**config.mk**
```make
export PLATFORM = sky130hd
export DESIGN_NAME = ptr_stream_fifo
export DESIGN_NICKNAME = d
export VERILOG_FILES = /design/src/rtl/ptr_stream_fifo_pkg.sv /design/src/rtl/ptr_fifo_mem.sv /design/src/rtl/ptr_stream_fifo.sv
export SDC_FILE = /design/constraint.sdc
export NUM_CORES = 1
export LEC_CHECK = 0
export ABC_AREA = 1
export CAP_MARGIN = 15
export CORE_ASPECT_RATIO = 1.75
export CORE_MARGIN = 2
export CORE_UTILIZATION = 40
export DETAILED_ROUTE_END_ITERATION = 16
export PLACE_DENSITY = 0.66
export SETUP_SLACK_MARGIN = 0.4
export SLEW_MARGIN = 20
export SYNTH_ARGS = -nofsm -noshare
export SYNTH_HDL_FRONTEND = slang
export SYNTH_SLANG_ARGS = --single-unit
export TNS_END_PERCENT = 50
```
**constraint.sdc**
```tcl
create_clock -name i_clk -period 2.7 [get_ports i_clk]
set_clock_uncertainty 0.1 [all_clocks]
set_input_delay 0.81 -clock i_clk [delete_from_list [all_inputs] [get_ports i_clk]]
set_output_delay 0.81 -clock i_clk [all_outputs]
set_load 0.05 [all_outputs]
```
**src/rtl/ptr_stream_fifo_pkg.sv**
```systemverilog
// Shared pointer definitions for the pointer-sequence generator and its downstream FIFO.
// Pointer 0 is the null node and is never a legal stream element.
package ptr_stream_fifo_pkg;

  localparam int unsigned n     = 16;
  localparam int unsigned Width = $clog2(n);

  typedef logic [Width-1:0] Pointer;

  function automatic logic is_null(input Pointer p);
    return (p == '0);
  endfunction

endpackage

```
**src/rtl/ptr_fifo_mem.sv**
```systemverilog
// Depth x Width register array: one synchronous write port, one asynchronous read port.
// Contents are deliberately not reset.
module ptr_fifo_mem
  import ptr_stream_fifo_pkg::*;
#(
  parameter int unsigned Depth = 8,
  localparam int unsigned AddrW = $clog2(Depth)
) (
  input  logic             i_clk,
  input  logic             i_we,
  input  logic [AddrW-1:0] i_wa,
  input  Pointer           i_wd,
  input  logic [AddrW-1:0] i_ra,
  output Pointer           o_rd
);

  Pointer r_mem [Depth];

  always_ff @(posedge i_clk) begin
    if (i_we) begin
      r_mem[i_wa] <= i_wd;
    end
  end

  assign o_rd = r_mem[i_ra];

endmodule

```
**src/rtl/ptr_stream_fifo.sv**
```systemverilog
// Elastic buffer turning the generator's valid-only pointer stream into a valid/ready stream,
// with occupancy, saturating overflow-drop count and a sticky null-pointer error flag.
module ptr_stream_fifo
  import ptr_stream_fifo_pkg::*;
#(
  parameter int unsigned Depth = 8,
  localparam int unsigned AddrW  = $clog2(Depth),
  localparam int unsigned CountW = $clog2(Depth + 1)
) (
  input  logic              i_clk,
  input  logic              i_rst,
  input  Pointer            i_in_ptr,
  input  logic              i_in_vld,
  output Pointer            o_out_ptr,
  output logic              o_out_vld,
  input  logic              i_out_rdy,
  output logic [CountW-1:0] o_count,
  output logic              o_full,
  output logic [7:0]        o_drop_cnt,
  output logic              o_err
);

  logic [AddrW-1:0]  r_wp;
  logic [AddrW-1:0]  r_rp;
  logic [CountW-1:0] r_count;
  logic [7:0]        r_drop_cnt;
  logic              r_err;

  logic              w_in_good;
  logic              w_full;
  logic              w_empty;
  logic              w_push;
  logic              w_pop;
  logic              w_overflow;
  logic [CountW-1:0] w_count_next;

  assign w_empty   = (r_count == '0);
  assign w_full    = (r_count == CountW'(Depth));
  assign w_in_good = i_in_vld && !is_null(i_in_ptr);

  assign w_pop      = !w_empty && i_out_rdy;
  // A pop in the same cycle frees the slot, so a full FIFO still accepts the push.
  assign w_push     = w_in_good && (!w_full || w_pop);
  assign w_overflow = w_in_good && w_full && !w_pop;

  always_comb begin
    w_count_next = r_count;
    if (w_push && !w_pop) begin
      w_count_next = r_count + CountW'(1);
    end else if (w_pop && !w_push) begin
      w_count_next = r_count - CountW'(1);
    end
  end

  always_ff @(posedge i_clk) begin
    if (i_rst) begin
      r_wp       <= '0;
      r_rp       <= '0;
      r_count    <= '0;
      r_drop_cnt <= '0;
      r_err      <= 1'b0;
    end else begin
      if (w_push) begin
        r_wp <= r_wp + AddrW'(1);
      end
      if (w_pop) begin
        r_rp <= r_rp + AddrW'(1);
      end
      r_count <= w_count_next;
      if (w_overflow && (r_drop_cnt != 8'hFF)) begin
        r_drop_cnt <= r_drop_cnt + 8'd1;
      end
      if (i_in_vld && is_null(i_in_ptr)) begin
        r_err <= 1'b1;
      end
    end
  end

  ptr_fifo_mem #(
    .Depth (Depth)
  ) u_mem (
    .i_clk (i_clk),
    .i_we  (w_push),
    .i_wa  (r_wp),
    .i_wd  (i_in_ptr),
    .i_ra  (r_rp),
    .o_rd  (o_out_ptr)
  );

  assign o_out_vld  = !w_empty;
  assign o_count    = r_count;
  assign o_full     = w_full;
  assign o_drop_cnt = r_drop_cnt;
  assign o_err      = r_err;

  always_ff @(posedge i_clk) begin
    if (!i_rst) begin
      assert (r_count <= CountW'(Depth))
        else $error("occupancy above Depth");
    end
  end

endmodule

```
After elaboration in Yosys (flattened, before gate mapping)

Memory sizes are Yosys's and may differ from the RTL's. A register that Yosys moved wholly into a read port is not among the register bits.
Index checks and enable logic that the tools add are counted.

Output and inout port bits: 19
Memory bits (writable): 32
Memories: 1
Bits in latches: 0
Flip-flop bits (word level): 19
Bits of input ports: 8
Bits in read-only memories: 0

Memories:

| name        | words | width | read ports | clocked after Yosys merged registers in | write ports | line               | source |
|---|---|---|---|---|---|---|---|
| u_mem.r_mem | 8     | 4     | 1          | 1                                       | 1           | ptr_fifo_mem.sv:17 | `Pointer r_mem [Depth];` |

Equal/unequal tests: 2
Magnitude comparators: 0
Divide/modulo/power cells: 0
Add/subtract/negate cells: 5
Multiplexer cells: 6
Shift operators: 0
Reduce and logical (&&, ||, !) cells: 18
Multiply operators: 0
Bitwise operators: 0

Operator list:

| cell                | count |
|---|---|
| $logic_and 1x1->1   | 9 |
| $add 8x1->8 const B | 1 |
| $logic_not 4->1     | 2 |
| $mux 4              | 2 |
| $ne 8x8->1 const B  | 1 |
| $add 3x1->3 const B | 2 |
| $mux 3              | 2 |
| $logic_not 1->1     | 5 |
| $add 4x1->4 const B | 1 |
| $eq 4x4->1 const B  | 1 |
| $sub 4x1->4 const B | 1 |
| $mux 1              | 2 |
| $reduce_bool 2->1   | 1 |
| $logic_or 1x1->1    | 1 |

Depth between registers and ports, before layout

Gate-level depths: netlist of the first run.

Depth after elaboration: 9
Mapped depth: 16

By module

From an unflattened synthesis of the first run, not the netlist that was laid out.

Cell total of the unflattened synthesis: 316
Area total of the unflattened synthesis: 2581.2 um2

By module, submodules not included:

| module          | cells each | sequential area each (um2) | instances | area an instance (um2) |
|---|---|---|---|---|
| ptr_fifo_mem    | 156        | 960.9                      | 1         | 1487.7 |
| ptr_stream_fifo | 160        | 380.4                      | 1         | 1093.5 |

Least setup slack after synthesis of the first run

Ideal clock, no wire load.

Path kind: register to register
Start point: reg r_count[0] (netlist: o_count[0])
End point: reg r_count[3] (netlist: o_count[3])
Arrival time: 2.591 ns
Clock period less this slack: 2.761 ns
Library setup time: 0.070 ns
Required time: 2.530 ns
Setup slack: -0.061 ns
Cell stages (with the launch flop): 13
Cells stage by stage: dfxtp_1 -> nor2_2 -> nand3_1 -> nand2_1 -> ha_1 -> inv_1 -> ha_1 -> or2_2 -> nand2_1 -> nand2_1 -> nand2_1 -> nand2_1 -> a21oi_1

Longest elaborated chain between the ends: 8

RTL lines:

| item                               | line                  | source |
|---|---|---|
| start, declared                    | ptr_stream_fifo.sv:25 | `logic [CountW-1:0] r_count;` |
| start signal, assigned             | ptr_stream_fifo.sv:69 | `r_count <= w_count_next;` |
| $logic_not 4->1 *                  | ptr_stream_fifo.sv:37 | `assign w_empty = (r_count == '0);` |
| $logic_not 1->1 *                  | n/a                   |  |
| net o_out_vld                      | ptr_stream_fifo.sv:15 | `output logic o_out_vld,` |
| $logic_and 1x1->1 *                | ptr_stream_fifo.sv:41 | `assign w_pop = !w_empty && i_out_rdy;` |
| $logic_or 1x1->1                   | ptr_stream_fifo.sv:43 | `assign w_push = w_in_good && (!w_full \|\| w_pop);` |
| $logic_and 1x1->1                  | ptr_stream_fifo.sv:43 |  |
| $logic_not 1->1                    | ptr_stream_fifo.sv:50 | `end else if (w_pop && !w_push) begin` |
| $logic_and 1x1->1                  | ptr_stream_fifo.sv:50 |  |
| $reduce_bool 2->1 (no source line) | n/a                   |  |

The timed path passes the listed nets; every way through them passes the cells marked *. The select of a mux whose other input is x is not followed.
A chain may end at the register's enable or synchronous reset.

Final worst setup path of the first run

Start point: reg r_drop_cnt[5] (netlist: o_drop_cnt[5])
End point: out o_drop_cnt[5]

RTL lines:

| item                   | line                  | source |
|---|---|---|
| start, declared        | ptr_stream_fifo.sv:26 | `logic [7:0] r_drop_cnt;` |
| start signal, assigned | ptr_stream_fifo.sv:71 | `r_drop_cnt <= r_drop_cnt + 8'd1;` |
| end, declared          | ptr_stream_fifo.sv:19 | `output logic [7:0] o_drop_cnt,` |

No word-level cell between the ends.

==> results.md, run 1 <==
- Vias: 1930
- Fin crit period: 2454 ps
- FF-to-FF End: o_count[3]
- CP max FO: 5
- Number of diodes: 0
- Post-Syn Instances: 273
- Fillcell total: about 550
- Remaining global-route overflow: 0
- DRT iter0 DRCs: 38
- Core footprint: just under 6000 µm²
- First-pass GRT wire length: 8.542 mm
- Vias in the first global route: 2005
- Root buffer cell: clkbuf_8
- Synth top area cells: edfxtp_1, dfxtp_1, nand2_1
- Worst path slowest cell: clkdlybuf4s50_1
- Final nets: 346
- I/O pin count: 27
- Pin count of the biggest net entering global routing: 19
- DRC: 0
- Die height: 107.3 µm
- Share of cells above drive strength 1: 23.19%
- Required time of the critical path: 1790 ps
- Synth Area per Inst: 8.937 µm²
- Hold depth: 2
- Starting density of the core: 41.50%
- Die area: 6765 µm²
- Synth top area share: about two fifths
- Buffers on Ports: 26
- Num rows: 37
- Relative slew slack: 66.33%
- Worst slack at placement: -198.5 ps
- Max Buffers Root-to-Sink: 2
- Final slew viol count: 0
- Synthesized flop and latch total: 54
- Drt pass-1 iters: 4
- DRT Wirelength: around 5 mm
- Die width: 63.04 µm
- Final count of hold timing violations: 0
- Cell taking the most area after synthesis: edfxtp_1
- Sequential share of the synthesized area: 57.44%
- FF+latch area: 1409 µm²
- Vias per inst: roughly 4.7
- Critical path class: reg2out
- Reg2reg setup slack: about 700 ps
- Synth unique cells: 23
- Met2 wire length: 2.931 mm
- Slew of the pin with the lowest slew margin: slightly above 500 ps
- Clk Latency, worst-skew pair: 300 ps
- Finished Cell Area: 3279 µm²
- WL/cell: between 10 and 15 µm
- Final worst-path cycle share: 90.90%
- Crit path launch: o_drop_cnt[5]
- Synthesized cell area: between 2000 and 2500 µm²
- Post-route antenna net violation count: 0
- Peak Freq: 0.4075 GHz
- Post-DP HPWL: 3.705 mm
- CTS sink cnt: 54
- Worst r2r path cells: 13
- TritonCTS clock tree: done
- Capture point of the critical path: o_drop_cnt[5]
- Critical path launch point type: register
- Reg2Reg Launch Point: o_count[1]
- Max Cap Violations: 0
- Met3 WL: between 100 and 150 µm
- Cell family with most CP delay: buffers and inverters
- Max layer used: met4
- Critical path endpoint category: output port
- Max IR drop VDD: 0.5288 mV
- Multi-input logic area: 1011 µm²
- Post-DP Area: just under 3000 µm²
- Global-route total usage across every layer: 16.23%
- Yosys warning count: 0
- Worst-path cell chain: clkdlybuf4s50_1
- RSZ-0062 raised after global routing: true
- Critical path buffers and inverters: 1
- Total power: around 0.0027 W
- Initial antenna violation count: 0
- HP Class: reg2reg
- Register clock-pin slew on the reported worst setup and hold paths: 100 ps
- Cts bufs inserted: 5
- CTS H-tree lvls: 2
- Layout area overhead: 34.41%
- PD cells: 834.8 nW/µm²
- Critical path's largest stage delay: just over 800 ps
- Placer Congestion: approximately 0.77
- Final setup violation count: 0
- Outcome: finished, final reports clean
- Setup ws final: ~250 ps
- Worst Path Arrival: 1540 ps
- Number of cells on the critical path: 1
- Pleak: 1.442 nW
- Synthesized net count: 288
- Wl on met1: between 1.5 and 2 mm
==> logic make-up after synthesis <==
group                      after synthesis  share of synthesized area (%)
AOI/OAI and AO/OA                       45                          9.231
xor gates and xnor gates                 4                          1.436
adders and majority gates                7                          3.897
buffers and inverters                   29                          5.128
DFF                                     54                          57.44
and+or+nand+nor                        134                          22.87
==> flip-flops by register name (all words and copies together) (netlist names), named ones only <==
name / count
u_mem.r_mem: 32
r_rp: 3
o_count: 4
o_err: 1
o_drop_cnt: 8
r_wp: 3
==> synthesized netlist by cell type <==
library cell / instances
nor2_2: 1
buf_6: 1
inv_2: 1
nor2_1: 57
nand2_1: 57
buf_2: 4
dfxtp_1: 22
nand3_2: 1
o21ai_0: 28
or2_2: 2
o21ai_1: 2
xor2_1: 4
edfxtp_1: 32
nor3_1: 1
inv_1: 22
nor2_4: 2
buf_4: 1
nand2_4: 1
fa_1: 1
a21oi_1: 15
nand3b_1: 1
ha_1: 6
nand3_1: 11
==> what timing repair did <==
item,4_1_cts,5_1_grt
pin swaps,16,5
gates resized for setup,51,10
buffers inserted,7,0
gates cloned,3,0
setup endpoints to repair,45,19
hold buffers,0,0
==> metrics by stage <==
stage / util [%] / hold WS [ps] / TNS (ps) / std cells
floorplan: - / 350.5 / 0 / 273
global placement: 50.63 / 349.3 / -2280 / 392
detailed placement: 50.63 / 356.7 / -2194 / 392
CTS: 55.33 / 374.3 / 0 / 410
global route: 55.78 / 398.0 / 0 / 410
finish: 55.78 / 371.7 / 0 / 410
==> final cells by class <==
class                      instances  share of cell area (%)
tap                               78                   2.976
inverter                          23                   2.900
clock buffer                       5                   2.098
sequential                        54                   42.96
timing repair buffer              56                   16.56
timing repair inverter             1                  0.2289
clock inverter                     3                   1.450
multi-input combinational        190                   30.83
==> power by group <==
group	total, W	internal (W)	leakage, nW	switching [W]
logic	0.00114	0.000470	0.912	0.000671
registers	0.00105	0.000951	0.472	0.000101
clock network	0.000544	0.000281	0.0587	0.000263
total	0.00274	0.00170	1.44	0.00104
==> cells in the final DEF (no fill, tap or decap), types with 2 or more instances in the layout <==
cell,instances
nand3_1,10
xor2_1,4
dfxtp_1,18
nor2_1,50
dlygate4sd2_1,5
ha_1,4
inv_1,18
dfxtp_2,3
nand2_4,2
edfxtp_1,32
clkdlybuf4s15_1,2
o21ai_0,14
dlymetal6s2s_1,5
ha_4,2
buf_4,24
clkinvlp_4,2
buf_8,2
clkbuf_8,5
o21ai_1,14
clkdlybuf4s50_1,7
nand2_2,2
o21ai_2,2
buf_6,6
inv_4,2
nand2_1,54
buf_2,2
nor2_4,6
nor2_2,4
a21oi_1,15
inv_2,2
==> how the worst min path moves through the flow <==
stage          endpoint    start  slack, ps
5_1_grt           o_err    o_err        400
2_1_floorplan  register  r_rp[0]        350
3_3_place_gp      o_err    o_err        350
6_report          o_err    o_err        370
3_5_place_dp      o_err    o_err        360
4_1_cts           o_err    o_err        370
==> metal layers <==
| layer | global-route usage, % | vias up |
|---|---|---|
| met2 | 33.05 | 30 |
| met5 | 0 | - |
| li1 | - | 1010 |
| met3 | 1.987 | 8 |
| met4 | 8.889 | 0 |
| met1 | 14.88 | 882 |
Power figures use the tool's default switching activity.
==> run 2: changes to the inputs <==
ABC_CLOCK_PERIOD_IN_PS = 2700   (was not set)
==> results of run 2 <==
No change in the layout: final DEF, timing and power equal those of run 1.
